===== config.mk =====
export PLATFORM = sky130hd
export DESIGN_NAME = uart_rx_ctrl
export DESIGN_NICKNAME = d
export VERILOG_FILES = /design/src/rtl/uart_rx_ctrl_pkg.sv /design/src/rtl/uart_rx_ctrl_fifo.sv /design/src/rtl/uart_rx_ctrl.sv
export SDC_FILE = /design/constraint.sdc
export NUM_CORES = 1
export LEC_CHECK = 0
export BUFFER_PORTS_ARGS = -buffer_cell sky130_fd_sc_hd__buf_4
export CAP_MARGIN = 5
export CORE_MARGIN = 8
export CORE_UTILIZATION = 42
export DETAILED_ROUTE_END_ITERATION = 8
export GPL_TIMING_DRIVEN = 0
export PLACE_DENSITY = 0.62
export REMOVE_ABC_BUFFERS = 1
export SETUP_SLACK_MARGIN = 0.15
export SLEW_MARGIN = 0
export SYNTH_ARGS = -nofsm -noshare
export SYNTH_HDL_FRONTEND = slang
export SYNTH_SLANG_ARGS = --single-unit

===== constraint.sdc =====
create_clock -name CLK -period 2.1 [get_ports CLK]
set_input_delay 0.105 -clock CLK [delete_from_list [all_inputs] [get_ports CLK]]
set_output_delay 0.105 -clock CLK [all_outputs]
set_load 0.03 [all_outputs]

===== src/rtl/uart_rx_ctrl_pkg.sv =====
// uart_rx_ctrl_pkg: shared types and constants for the UART receive controller.
// Frame geometry, state encoding and the active receiver config bundle.
package uart_rx_ctrl_pkg;

  typedef enum logic {
    IDLE   = 1'b0,
    ACTIVE = 1'b1
  } state_t;

  localparam int MIN_PRESCALE    = 4;
  localparam int START_BITS      = 1;
  localparam int STOP_BITS       = 1;
  localparam int BASE_FRAME_BITS = START_BITS + 8 + STOP_BITS;

  typedef struct packed {
    logic [5:0] prescale;
    logic       par_en;
    logic       par_typ;
  } rx_cfg_t;

  function automatic logic [3:0] frame_bits(input logic par_en);
    return 4'(BASE_FRAME_BITS) + {3'b000, par_en};
  endfunction

endpackage


===== src/rtl/uart_rx_ctrl_fifo.sv =====
// uart_rx_ctrl_fifo: small synchronous FIFO for received bytes.
// Registered head (no fall-through); a push into a full FIFO without pop drops.
module uart_rx_ctrl_fifo #(
  parameter int DATA_WIDTH = 8,
  parameter int FIFO_DEPTH = 4
) (
  input  logic                  clk,
  input  logic                  rst,
  input  logic                  push,
  input  logic [DATA_WIDTH-1:0] push_data,
  input  logic                  pop,
  output logic                  empty,
  output logic                  full,
  output logic                  drop,
  output logic [DATA_WIDTH-1:0] head
);

  localparam int AW = $clog2(FIFO_DEPTH);
  localparam logic [AW:0] ONE = (AW+1)'(1);

  logic [AW:0]           wr_ptr;
  logic [AW:0]           rd_ptr;
  logic [DATA_WIDTH-1:0] mem [FIFO_DEPTH];
  logic                  do_push;
  logic                  do_pop;

  assign empty   = (wr_ptr == rd_ptr);
  assign full    = (wr_ptr[AW-1:0] == rd_ptr[AW-1:0]) &&
                   (wr_ptr[AW] != rd_ptr[AW]);
  assign do_pop  = pop & ~empty;
  assign do_push = push & (~full | do_pop);
  assign drop    = push & ~do_push;
  assign head    = mem[rd_ptr[AW-1:0]];

  // pointer update; extra MSB separates full from empty
  always_ff @(posedge clk) begin
    if (rst) begin
      wr_ptr <= '0;
      rd_ptr <= '0;
    end else begin
      if (do_push) wr_ptr <= wr_ptr + ONE;
      if (do_pop)  rd_ptr <= rd_ptr + ONE;
    end
  end

  // storage write, no reset needed
  always_ff @(posedge clk) begin
    if (do_push) mem[wr_ptr[AW-1:0]] <= push_data;
  end

endmodule


===== src/rtl/uart_rx_ctrl.sv =====
// uart_rx_ctrl: config shadow, frame watchdog and byte buffer for the UART RX path.
// Optional err_cnt output built when UART_RX_ERR_CNT_EN is defined.
module uart_rx_ctrl
  import uart_rx_ctrl_pkg::*;
#(
  parameter int DATA_WIDTH   = 8,
  parameter int FIFO_DEPTH   = 4,
  parameter int DEF_PRESCALE = 8
) (
  input  logic                  CLK,
  input  logic                  RST,
  input  logic                  RX_IN,
  input  logic                  cfg_wr,
  input  logic [5:0]            cfg_prescale,
  input  logic                  cfg_par_en,
  input  logic                  cfg_par_typ,
  output logic                  cfg_pending,
  output logic                  cfg_err,
  output logic [5:0]            rx_prescale,
  output logic                  rx_par_en,
  output logic                  rx_par_typ,
  input  logic                  rx_data_valid,
  input  logic [DATA_WIDTH-1:0] rx_p_data,
  output logic                  m_valid,
  output logic [DATA_WIDTH-1:0] m_data,
  input  logic                  m_ready,
  output logic                  frm_err,
  output logic                  ovf,
  input  logic                  ovf_clr
`ifdef UART_RX_ERR_CNT_EN
  ,
  output logic [7:0]            err_cnt
`endif
);

  localparam rx_cfg_t DEF_CFG = '{6'(DEF_PRESCALE), 1'b0, 1'b0};

  logic    rx_q;
  logic    fall;
  rx_cfg_t shadow;
  rx_cfg_t act;
  logic    cfg_ok;
  logic    apply;

  state_t     state;
  state_t     state_nxt;
  logic [5:0] edge_cnt;
  logic [5:0] edge_nxt;
  logic [3:0] bit_idx;
  logic [3:0] bit_nxt;
  logic       frame_ok;
  logic       ok_nxt;
  logic       frm_err_nxt;
  logic       last_edge;
  logic       expiry;
  logic [3:0] nbits;

  logic fifo_empty;
  logic fifo_full;
  logic fifo_drop;

  assign fall        = rx_q & ~RX_IN;
  assign cfg_ok      = (cfg_prescale >= 6'(MIN_PRESCALE));
  assign apply       = (state == IDLE) & cfg_pending & ~fall;
  assign rx_prescale = act.prescale;
  assign rx_par_en   = act.par_en;
  assign rx_par_typ  = act.par_typ;

  assign nbits     = frame_bits(act.par_en);
  assign last_edge = (edge_cnt == act.prescale - 6'd1);
  assign expiry    = (state == ACTIVE) & last_edge &
                     (bit_idx == nbits - 4'd1);

  // line history for falling-edge detection
  always_ff @(posedge CLK) begin
    if (RST) rx_q <= 1'b1;
    else     rx_q <= RX_IN;
  end

  // config capture into shadow; applied only while idle
  always_ff @(posedge CLK) begin
    if (RST) begin
      shadow      <= DEF_CFG;
      act         <= DEF_CFG;
      cfg_pending <= 1'b0;
      cfg_err     <= 1'b0;
    end else begin
      cfg_err <= cfg_wr & ~cfg_ok;
      if (apply) act <= shadow;
      if (cfg_wr & cfg_ok) begin
        shadow      <= '{cfg_prescale, cfg_par_en, cfg_par_typ};
        cfg_pending <= 1'b1;
      end else if (apply) begin
        cfg_pending <= 1'b0;
      end
    end
  end

  // state register
  always_ff @(posedge CLK) begin
    if (RST) state <= IDLE;
    else     state <= state_nxt;
  end

  // next state, frame timer and watchdog decision
  always_comb begin
    state_nxt   = state;
    edge_nxt    = edge_cnt;
    bit_nxt     = bit_idx;
    ok_nxt      = frame_ok;
    frm_err_nxt = 1'b0;
    unique case (state)
      IDLE: begin
        if (fall) begin
          state_nxt = ACTIVE;
          edge_nxt  = '0;
          bit_nxt   = '0;
          ok_nxt    = 1'b0;
        end
      end
      ACTIVE: begin
        if (rx_data_valid) ok_nxt = 1'b1;
        if (expiry) begin
          frm_err_nxt = ~frame_ok & ~rx_data_valid;
          if (fall) begin
            edge_nxt = '0;
            bit_nxt  = '0;
            ok_nxt   = 1'b0;
          end else begin
            state_nxt = IDLE;
          end
        end else if (last_edge) begin
          edge_nxt = '0;
          bit_nxt  = bit_idx + 4'd1;
        end else begin
          edge_nxt = edge_cnt + 6'd1;
        end
      end
      default: state_nxt = IDLE;
    endcase
  end

  // timer registers and frame-error pulse
  always_ff @(posedge CLK) begin
    if (RST) begin
      edge_cnt <= '0;
      bit_idx  <= '0;
      frame_ok <= 1'b0;
      frm_err  <= 1'b0;
    end else begin
      edge_cnt <= edge_nxt;
      bit_idx  <= bit_nxt;
      frame_ok <= ok_nxt;
      frm_err  <= frm_err_nxt;
    end
  end

  uart_rx_ctrl_fifo #(
    .DATA_WIDTH (DATA_WIDTH),
    .FIFO_DEPTH (FIFO_DEPTH)
  ) u_fifo (
    .clk       (CLK),
    .rst       (RST),
    .push      (rx_data_valid),
    .push_data (rx_p_data),
    .pop       (m_ready),
    .empty     (fifo_empty),
    .full      (fifo_full),
    .drop      (fifo_drop),
    .head      (m_data)
  );

  assign m_valid = ~fifo_empty;

  // sticky overflow; a new drop beats a clear
  always_ff @(posedge CLK) begin
    if (RST)                       ovf <= 1'b0;
    else if (fifo_drop & fifo_full) ovf <= 1'b1;
    else if (ovf_clr)              ovf <= 1'b0;
  end

`ifdef UART_RX_ERR_CNT_EN
  logic [1:0] err_inc;
  logic [8:0] err_sum;

  assign err_inc = {1'b0, frm_err_nxt} + {1'b0, fifo_drop};
  assign err_sum = {1'b0, err_cnt} + {7'b0, err_inc};

  // saturating error counter; an increment beats a clear
  always_ff @(posedge CLK) begin
    if (RST)                  err_cnt <= '0;
    else if (err_inc != 2'd0) err_cnt <= err_sum[8] ? 8'hFF : err_sum[7:0];
    else if (ovf_clr)         err_cnt <= '0;
  end
`endif

endmodule


-- Yosys cells after proc, flatten, opt, wreduce, memory -nomap -nowiden
Memories as Yosys holds them, arrays and structs flattened. A register that Yosys moved wholly into a read port is not among the register bits.
Index checks and enable logic that the tools add are counted.
- $lt $le $gt $ge: 1
- multiplexer cells: 24
- reductions and logical operators: 4
- add/subtract/negate cells: 7
- equality and inequality tests: 7
- bitwise logic cells: 23
- operators by type and width (kind ; number):
    6-bit 2-to-1 mux ; 3
    1-bit bitwise AND ; 12
    1-bit 2-to-1 mux ; 12
    4-bit 2-to-1 mux ; 3
    6-bit one-hot mux with 2 select lines ; 1
    1-bit NOT ; 10
    4-bit one-hot mux with 2 select lines ; 1
    3-bit by 1-bit adder with 3-bit output (second input constant) ; 2
    6-bit by 1-bit adder with 6-bit output (second input constant) ; 1
    6-bit == test ; 1
    6-bit by 3-bit >= comparator with 1-bit output (second input constant) ; 1
    6-bit by 1-bit subtractor with 6-bit output (second input constant) ; 1
    4-bit by 1-bit adder with 4-bit output (first input constant) ; 1
    4-bit by 1-bit adder with 4-bit output (second input constant) ; 1
    4-bit == test ; 1
    2-bit 2-to-1 mux ; 2
    1-bit one-hot mux with 2 select lines ; 2
    2-bit nonzero test ; 2
    4-bit by 1-bit subtractor with 4-bit output (second input constant) ; 1
    3-bit == test ; 1
    3-bit by 1-bit inequality test with 1-bit output (second input constant) ; 1
    3-bit OR reduction ; 1
    2-bit == test ; 1
    2-bit inequality test (second input constant) ; 1
    3 further kinds ; 3
- word-level logic and storage cells: 84
- bits in registers: 39
- memories kept: 1
- bits in writable memories: 32
- memories (name ; words ; bits a word ; rd ports ; clocked after memory_dff ; wr ports ; line ; RTL):
    u_fifo.mem ; 4 ; 8 ; 1 ; 1 ; 1 ; uart_rx_ctrl_fifo.sv:23 ; logic [DATA_WIDTH-1:0] mem [FIFO_DEPTH];

-- Logic depth before layout (Yosys ltp)
Gate-level depths: netlist of run 1.
- depth in word-level cells: 9
- gate-level depth with buffers: 8
- mapped depth without buffers: 8

-- Modules after synthesis
Synthesis of run 1 repeated with hierarchy kept, for this count alone.
- cell total of the unflattened synthesis: 278
- area total of the unflattened synthesis: 3280.6 µm²
- by module, submodules not included (module ; area each (µm²) ; cells each ; sequential area each (µm²) ; times used):
    uart_rx_ctrl_fifo ; 1701.6 ; 98 ; 1121.1 ; 1
    uart_rx_ctrl ; 1579.0 ; 180 ; 660.6 ; 1

-- Worst setup path before layout of run 1
Ideal clock, no wire load.
- kind: register -> register
- start point: register act, in the netlist rx_prescale[0]
- end point: register bit_idx[0]
- setup slack: -199 ps
- setup time: 114 ps
- data arrival time: 2185 ps
- stages on the path, launching flop included: 9
- period minus slack after synthesis: 2299 ps
- buffers on the path: 0
- required time: 1986 ps
- path through: dfxtp_1 > inv_1 > ha_1 > o21ba_1 > a221oi_2 > a41oi_2 > nor2_4 > mux2_2 > a21o_1
- word-level cells in the longest chain between the ends: 6
- RTL lines (item ; line ; RTL):
    start: declaration ; uart_rx_ctrl.sv:41 ; rx_cfg_t act;
    start signal: assignment ; uart_rx_ctrl.sv:89 ; if (apply) act <= shadow;
    6-bit by 1-bit subtractor with 6-bit output (*) ; uart_rx_ctrl.sv:70 ; assign last_edge = (edge_cnt == act.prescale - 6'd1);
    6-bit == test (*) ; uart_rx_ctrl.sv:70 ;
    1-bit bitwise AND (2 in a row) ; uart_rx_ctrl.sv:71 ; assign expiry = (state == ACTIVE) & last_edge &
    4-bit 2-to-1 mux ; uart_rx_ctrl.sv:123 ; if (expiry) begin
    4-bit one-hot mux with 2 select lines ; uart_rx_ctrl.sv:112 ; unique case (state)
    end signal: assignment ; uart_rx_ctrl.sv:152 ; bit_idx <= bit_nxt;
    end: declaration ; uart_rx_ctrl.sv:49 ; logic [3:0] bit_idx;
Every way passes the cells marked *; elsewhere a longest branch is shown, timed or not.
A chain may end at the register's enable or synchronous reset.

-- Worst setup path after layout of run 1
- start point: register act, in the netlist rx_prescale[1]
- end point: register bit_idx[0]
The elaborated chain is that of the path after synthesis.

==> results.md, run 1 <==
* Status: finished clean
* CP max FO at 5
* Syn avg cell area at between 10 and 15 um^2
* Share of cells above drive strength 1 at 0.3205
* Area share of xor/xnor cells in the synthesized design at 0.04485
* Area Overhead vs Synth at 30.64%
* Routed wire length on met2 at 2917 um
* Top layer in use: met4
* Synth unique cells at 50
* WP data required at 2350 ps
* Num CTS Buffers at 9
* Largest net degree at the start of global routing at 36
* Clock Path Buffers at 2
* Main combinational cell family by area after synthesis: simple AND/OR/NAND/NOR gates
* Routed length on met3 at 306 um
* Post-route DRC at 0
* Clock latency on the worst-skew pair at 350 ps
* Worst-path cell chain: inv_4 -> ha_4 -> o21ba_4 -> a221oi_2 -> a41oi_2 -> nor2_4 -> mux2_2 -> a21o_1
* Worst hold endpoint: shadow[7]
* F_max at 0.5025 GHz
* Adder-cell share of the synthesized area at 0.03204
* Vias per Instance at 4.961
* Post-DP HPWL at roughly 4300 um
* Worst reg2reg startpoint: rx_prescale[1]
* Syn Inst Count at about 260
* Setup TNS at 0 ps
* Starting Density at 0.4331
* CP arrival at 2240 ps
* Slew @ Worst Pin at 613.5 ps
* Most frequent cells in the layout: buf_4 (53), dfxtp_1 (37), edfxtp_1 (32), nor2_1 (18)
* Peak VDD IR at between 0.3 and 0.4 mV
* Placed insts at slightly below 400
* Crit-path slowest cell: dfxtp_4
* Antenna Cells at 0
* Iteration-0 DRC Markers at 78
* GPL Wtd Cong at between 0.7 and 0.8
* CTS tree: yes
* Fin. max-slew vios at 0
* DRT antenna net count at 0
* Worst Hold Launch: cfg_prescale[5]
* Number of buffers and inverters on the critical path at 1
* Avg WL per Cell at 14.44 um
* Delay-heaviest family, CP: compound AO/OA/AOI/OAI gates
* Leakage power at 1.527 nW
* Seq cells post-synth at 73
* Clock Tree Root: clkbuf_8
* Die width at approximately 100 um
* Post-synth top flop: dfxtp_1
* RSZ-0062 raised after global routing: yes
* Mux cell area share after synthesis at 0.08370
* Grt ovf at 0
* Core area at around 7000 um^2
* Initial antenna violation count at 0
* Async set-reset flop share out of synthesis at 0
* Tmin final at 1990 ps
* Crit Path Category: reg -> reg
* Path depth of the worst reg2reg path at 8
* Die H at roughly 100 um
* Crit path largest cell delay at 380 ps
* Final nets at ~360
* M1 WL at 2975 um
* Critical path startpoint category: flop
* Fin. Hold Viols at 0
* Hold WS at 12.69 ps
* Vias at 2163
* Sink Count at 73
* FF-to-FF setup slack at 110 ps
* Worst min-delay path class: in -> reg
* First-pass DRT Iterations at 4
* Vias in the first global route at 2267
* Final Cycle Share at 0.9476
* Synth Area in Compound Gates at 0.1029
* First-pass GRT wire length at approximately 11000 um
* Io pins at 44
* CP endpoint kind: flop
* Clk_skew at 7.700 ps
* Cell area after synthesis at ~3100 um^2
* Final Non-Filler Cells at between 400 and 500
* Register area share after synthesis at 0.5703
* Slew headroom at 0.5895
* Max Cap Viol at 0
* Port bufs at 43
* Yosys warning count at 0
* Overall global routing resource usage at 0.1308
* Most common cell after layout, fill and taps aside: buf_4
* Post-synth EDFFs at 32
* Total wire length after detailed routing at 6294 um
* Post-synthesis simple-gate area fraction at 0.1334
* Final setup violation count at 0
* Hold Path Cell Cnt at 3
* H-Tree Depth at 3
* Die footprint at about 10000 um^2
* PD cells at approximately 820 nW/um^2
* Clk slew on worst S/H paths at 80 ps
* FF-to-FF End: bit_idx[0]
* Row count at 31
==> worst max-delay path by stage <==
stage	from	to	slack (ps)	cells past startpoint
4_1_cts	rx_prescale[1]	bit_idx[0]	70	8
5_1_grt	rx_prescale[1]	bit_idx[0]	9	8
6_report	rx_prescale[1]	bit_idx[0]	110	8
3_3_place_gp	rx_prescale[0]	bit_idx[0]	-130	8
2_1_floorplan	rx_prescale[0]	bit_idx[0]	-200	8
3_5_place_dp	rx_prescale[0]	bit_idx[0]	-160	8
==> state kept, by name, indices dropped and copies added, names as in the netlist, 3 cells and up, named ones only <==
register       flops
u_fifo.mem        32
shadow             8
edge_cnt           6
rx_prescale        6
bit_idx            4
u_fifo.rd_ptr      3
u_fifo.wr_ptr      3
==> layer usage <==
layer,track usage,vias up
li1,-,1085
met1,0.1579,1016
met2,0.2109,53
met3,0.03474,9
met4,0.06433,0
met5,0,-
==> metrics by stage <==
stage / instance area [um^2] / setup WS [ps] / power (W) / utilization
final: 4081 / 110.1 / 0.003354 / 0.5657
after global routing: 4081 / 9.182 / 0.003518 / 0.5657
after CTS: 3993 / 67.85 / 0.003385 / 0.5534
after detailed placement: 3532 / -159.6 / 0.002196 / 0.4896
after global placement: 3532 / -129.9 / 0.002187 / 0.4896
after floorplan: 3085 / -199.9 / 0.001994 / -
==> worst reg2reg max path: stages (launching register included) <==
cell and delay [ps]:
dfxtp_4 380, inv_4 40, ha_4 170, o21ba_4 190
a221oi_2 270, a41oi_2 120, nor2_4 200, mux2_2 350
a21o_1 170
==> cells in the mapped netlist (3+ instances only) <==
master | count | share of area
clkbuf_1 | 8 | 0.0096
dfxtp_1 | 41 | 0.26
inv_1 | 17 | 0.020
nor2b_1 | 4 | 0.0080
xor2_1 | 6 | 0.017
o22ai_1 | 3 | 0.0060
mux4_2 | 8 | 0.058
edfxtp_1 | 32 | 0.31
a21oi_1 | 16 | 0.026
mux2i_1 | 7 | 0.022
nand2b_1 | 4 | 0.0080
nand2_1 | 16 | 0.019
xnor2_1 | 10 | 0.028
nand3_1 | 15 | 0.024
a22oi_1 | 3 | 0.0072
nor2_1 | 23 | 0.028
ha_1 | 8 | 0.032
==> cell type report <==
class                   count  area (um^2)
fillers                   626         3133
flip-flops and latches     73         1792
multi-input cells         162         1330
repair buffers             69        559.3
clock buffers               9        123.9
well taps                  99        123.9
clock inverters             7        86.33
inverters                  17        66.31
==> cell families (layout without fill, tap and decap cells) <==
logic type | Yosys count | after routing
AOI/OAI and AO/OA | 43 | 43
xor gates and xnor gates | 16 | 16
adders and majority gates | 8 | 8
buffers and inverters | 27 | 102
DFF | 73 | 73
muxes | 16 | 16
and+or+nand+nor | 79 | 79
==> power breakdown <==
part | switching (W) | internal, W | total, W
Clock | 0.000580 | 0.000575 | 0.00115
Combinational | 0.000298 | 0.000266 | 0.000564
Sequential | 0.0000810 | 0.00155 | 0.00163
==> repair_timing <==
item / 4_1_cts / 5_1_grt
buffers inserted: 7 / 4
hold buffers: 15 / 0
setup endpoints to repair: 51 / 38
cloned: 0 / 0
endpoints found under the hold margin: 39 / 0
gates resized for setup: 12 / 14
pin swaps: 3 / 10
Power figures use the tool's default switching activity.
==> run 2, diff against run 1 <==
--- a/config.mk
+++ b/config.mk
@@ -11,7 +11,7 @@
 export CORE_UTILIZATION = 42
 export DETAILED_ROUTE_END_ITERATION = 8
 export GPL_TIMING_DRIVEN = 0
-export PLACE_DENSITY = 0.62
+export PLACE_DENSITY = 0.6
 export REMOVE_ABC_BUFFERS = 1
 export SETUP_SLACK_MARGIN = 0.15
 export SLEW_MARGIN = 0
==> constraint.sdc (replaced) <==
create_clock -name CLK -period 2 [get_ports CLK]
set_input_delay 0.1 -clock CLK [delete_from_list [all_inputs] [get_ports CLK]]
set_output_delay 0.1 -clock CLK [all_outputs]
set_load 0.03 [all_outputs]
==> results.md, run 2 (synthesis results as in run 1) <==
* Critical path startpoint category: flop
* PD cells at 842.9 nW/um^2 (+2.6%)
* GPL Wtd Cong at 0.7123 (-1.6%)
* Worst min-delay path class: in -> reg
* Most frequent cells in the layout: buf_4 (57), dfxtp_1 (35), edfxtp_1 (32), nor2_1 (19), nand2_1 (16)
* Peak VDD IR at 0.4300 mV (+11%)
* Leakage power at 1.560 nW (+2.1%)
* Most common cell after layout, fill and taps aside: buf_4
* CP endpoint kind: flop
* Clock Tree Root: clkbuf_8
* Row count at 31 (unchanged)
* Clk_skew at 11.95 ps (+4.254 ps)
* FF-to-FF End: bit_idx[2]
* DRT antenna net count at 0 (unchanged)
* Crit Path Category: reg -> reg
* Total chip power at 0.003544 W (+5.7%)
* Fin. max-slew vios at 0 (unchanged)
* Die footprint at 10450 um^2 (unchanged)
* Worst-path cell chain: inv_4 -> ha_4 -> xnor2_1 -> a221oi_4 -> a41oi_4 -> nor2_4 -> buf_4 -> a2111oi_2 -> a41o_1
* Overall global routing resource usage at 0.1294 (-0.001349)
* RSZ-0062 raised after global routing: yes
* CTS tree: yes
* Max reg flops at 32 (unchanged)
* Total wire length after detailed routing at 6626 um (+5.3%)
* Number of buffers and inverters on the critical path at 2 (+1)
* Post-DP HPWL at 4299 um (+0.51%)
* Slew @ Worst Pin at 651.5 ps (+38.01 ps)
* Vias per Instance at 4.962 (about the same)
* F_max at 0.5064 GHz (+0.77%)
* Crit path to: bit_idx[2]
* CP max FO at 4 (-1)
* Final nets at 369 (+1.7%)
* Finished layout cell area at 4205 um^2 (+3.0%)
* Grt ovf at 0 (unchanged)
* FF-to-FF setup slack at 30 ps (-80 ps)
* Io pins at 44 (unchanged)
* Crit-path slowest cell: a2111oi_2
* Initial antenna violation count at 0 (unchanged)
* Post-route DRC at 0 (unchanged)
* CP arrival at 2260 ps (+20 ps)
* Avg WL per Cell at 14.99 um (+3.8%)
* First-pass GRT wire length at 10600 um (about the same)
* CP Depth at 9 (+1)
* Die H at 102.2 um (unchanged)
* Clock Path Buffers at 2 (unchanged)
* Multi-input logic area at 1381 um^2 (+3.9%)
* Area Overhead vs Synth at 34.60%
* Vias in the first global route at 2174 (-4.1%)
* Crit path largest cell delay at 390 ps (about the same)
* Final Cycle Share at 0.9873 (+0.03976)
* WP data required at 2280 ps (-70 ps)
* FF/Latch Area at 1794 um^2 (+0.14%)
* Fillers at 619 (-1.1%)
* Clk slew on worst S/H paths at 80 ps (about the same)
* Iteration-0 DRC Markers at 98 (+26%)
* Sink Count at 73 (unchanged)
* Worst setup startpoint: rx_prescale[1]
* Pre-CTS setup slack at -267.1 ps (-107.6 ps)
* Fin worst setup slack at 25.37 ps (-84.77 ps)
* Clock latency on the worst-skew pair at 340 ps (about the same)
* Max Cap Viol at 0 (unchanged)
* Die width at 102.2 um (unchanged)
* Status: finished clean
* Path depth of the worst reg2reg path at 9 (+1)
* Hold WS at 24.94 ps (+12.25 ps)
* Delay-heaviest family, CP: compound AO/OA/AOI/OAI gates
* Num CTS Buffers at 9 (unchanged)
* Port bufs at 43 (unchanged)
* First-pass DRT Iterations at 4 (unchanged)
* Starting Density at 0.4331 (unchanged)
* Util after Layout at 0.5829 (+0.01717)
* Worst reg2reg startpoint: rx_prescale[1]
* Largest net degree at the start of global routing at 36 (unchanged)
* Share of cells above drive strength 1 at 0.3499 (+0.02938)
* Fin. Hold Viols at 0 (unchanged)
* Core area at 7214 um^2 (unchanged)
* Post-DP Area at 3532 um^2 (unchanged)
* Antenna Cells at 0 (unchanged)
* Vias at 2193 (+1.4%)
* Tmin final at 1975 ps (-15.23 ps)
* Slew headroom at 0.5627 (-0.02674)
* H-Tree Depth at 3 (unchanged)
* Final setup violation count at 0 (unchanged)
## run 2: worst min path at each step
stage | cells past startpoint | end | from
floorplan | 1 | bit_idx[1] | RST
global placement | 1 | u_fifo.mem[0][6] | rx_p_data[6]
detailed placement | 1 | u_fifo.mem[0][1] | rx_p_data[1]
CTS | 3 | shadow[3] | cfg_prescale[1]
global route | 3 | shadow[3] | cfg_prescale[1]
finish | 3 | shadow[4] | cfg_prescale[2]
## run 2: area by class of cell
type                    count  share of cell area
flip-flops and latches     73              0.4267
multi-input cells         162              0.3285
repair buffers             75              0.1500
clock buffers               9             0.02946
well taps                  99             0.02946
clock inverters             7             0.02023
inverters                  17             0.01577
## run 2: per-stage QoR
step | setup TNS [ps] | std cells
finish | 0 | 442
global route | -401.3 | 442
CTS | 0 | 430
detailed placement | -3230 | 394
global placement | -1825 | 394
floorplan | -1368 | 252
## run 2: what timing repair did
item	4_1_cts	5_1_grt
hold endpoints to repair	38	0
hold buffers	14	0
setup endpoints to repair	54	39
pin swaps	8	13
setup buffers	6	12
gates resized for setup	21	19
## run 2: routing by layer
| layer | up-vias | part of all wire | GRT usage |
|---|---|---|---|
| li1 | 1091 | - | - |
| met1 | 1051 | 0.47 | 0.1610 |
| met4 | 0 | 0.0072 | 0.05305 |
| met2 | 47 | 0.48 | 0.2129 |
| met3 | 4 | 0.037 | 0.02725 |
| met5 | - | 0 | 0 |
## run 2: worst min-delay path: cells and delay by family
kind / cells / cell delay [ps]
and+or+nand+nor: 1 / 80
buffers and inverters: 1 / 90
AOI/OAI and AO/OA: 1 / 70
## run 2: where the power goes
group          switching [W]  internal, W  leakage [nW]  total (W)
registers          0.0000857      0.00163         0.631    0.00172
logic               0.000328     0.000300         0.829   0.000628
clock network       0.000597     0.000602         0.100    0.00120
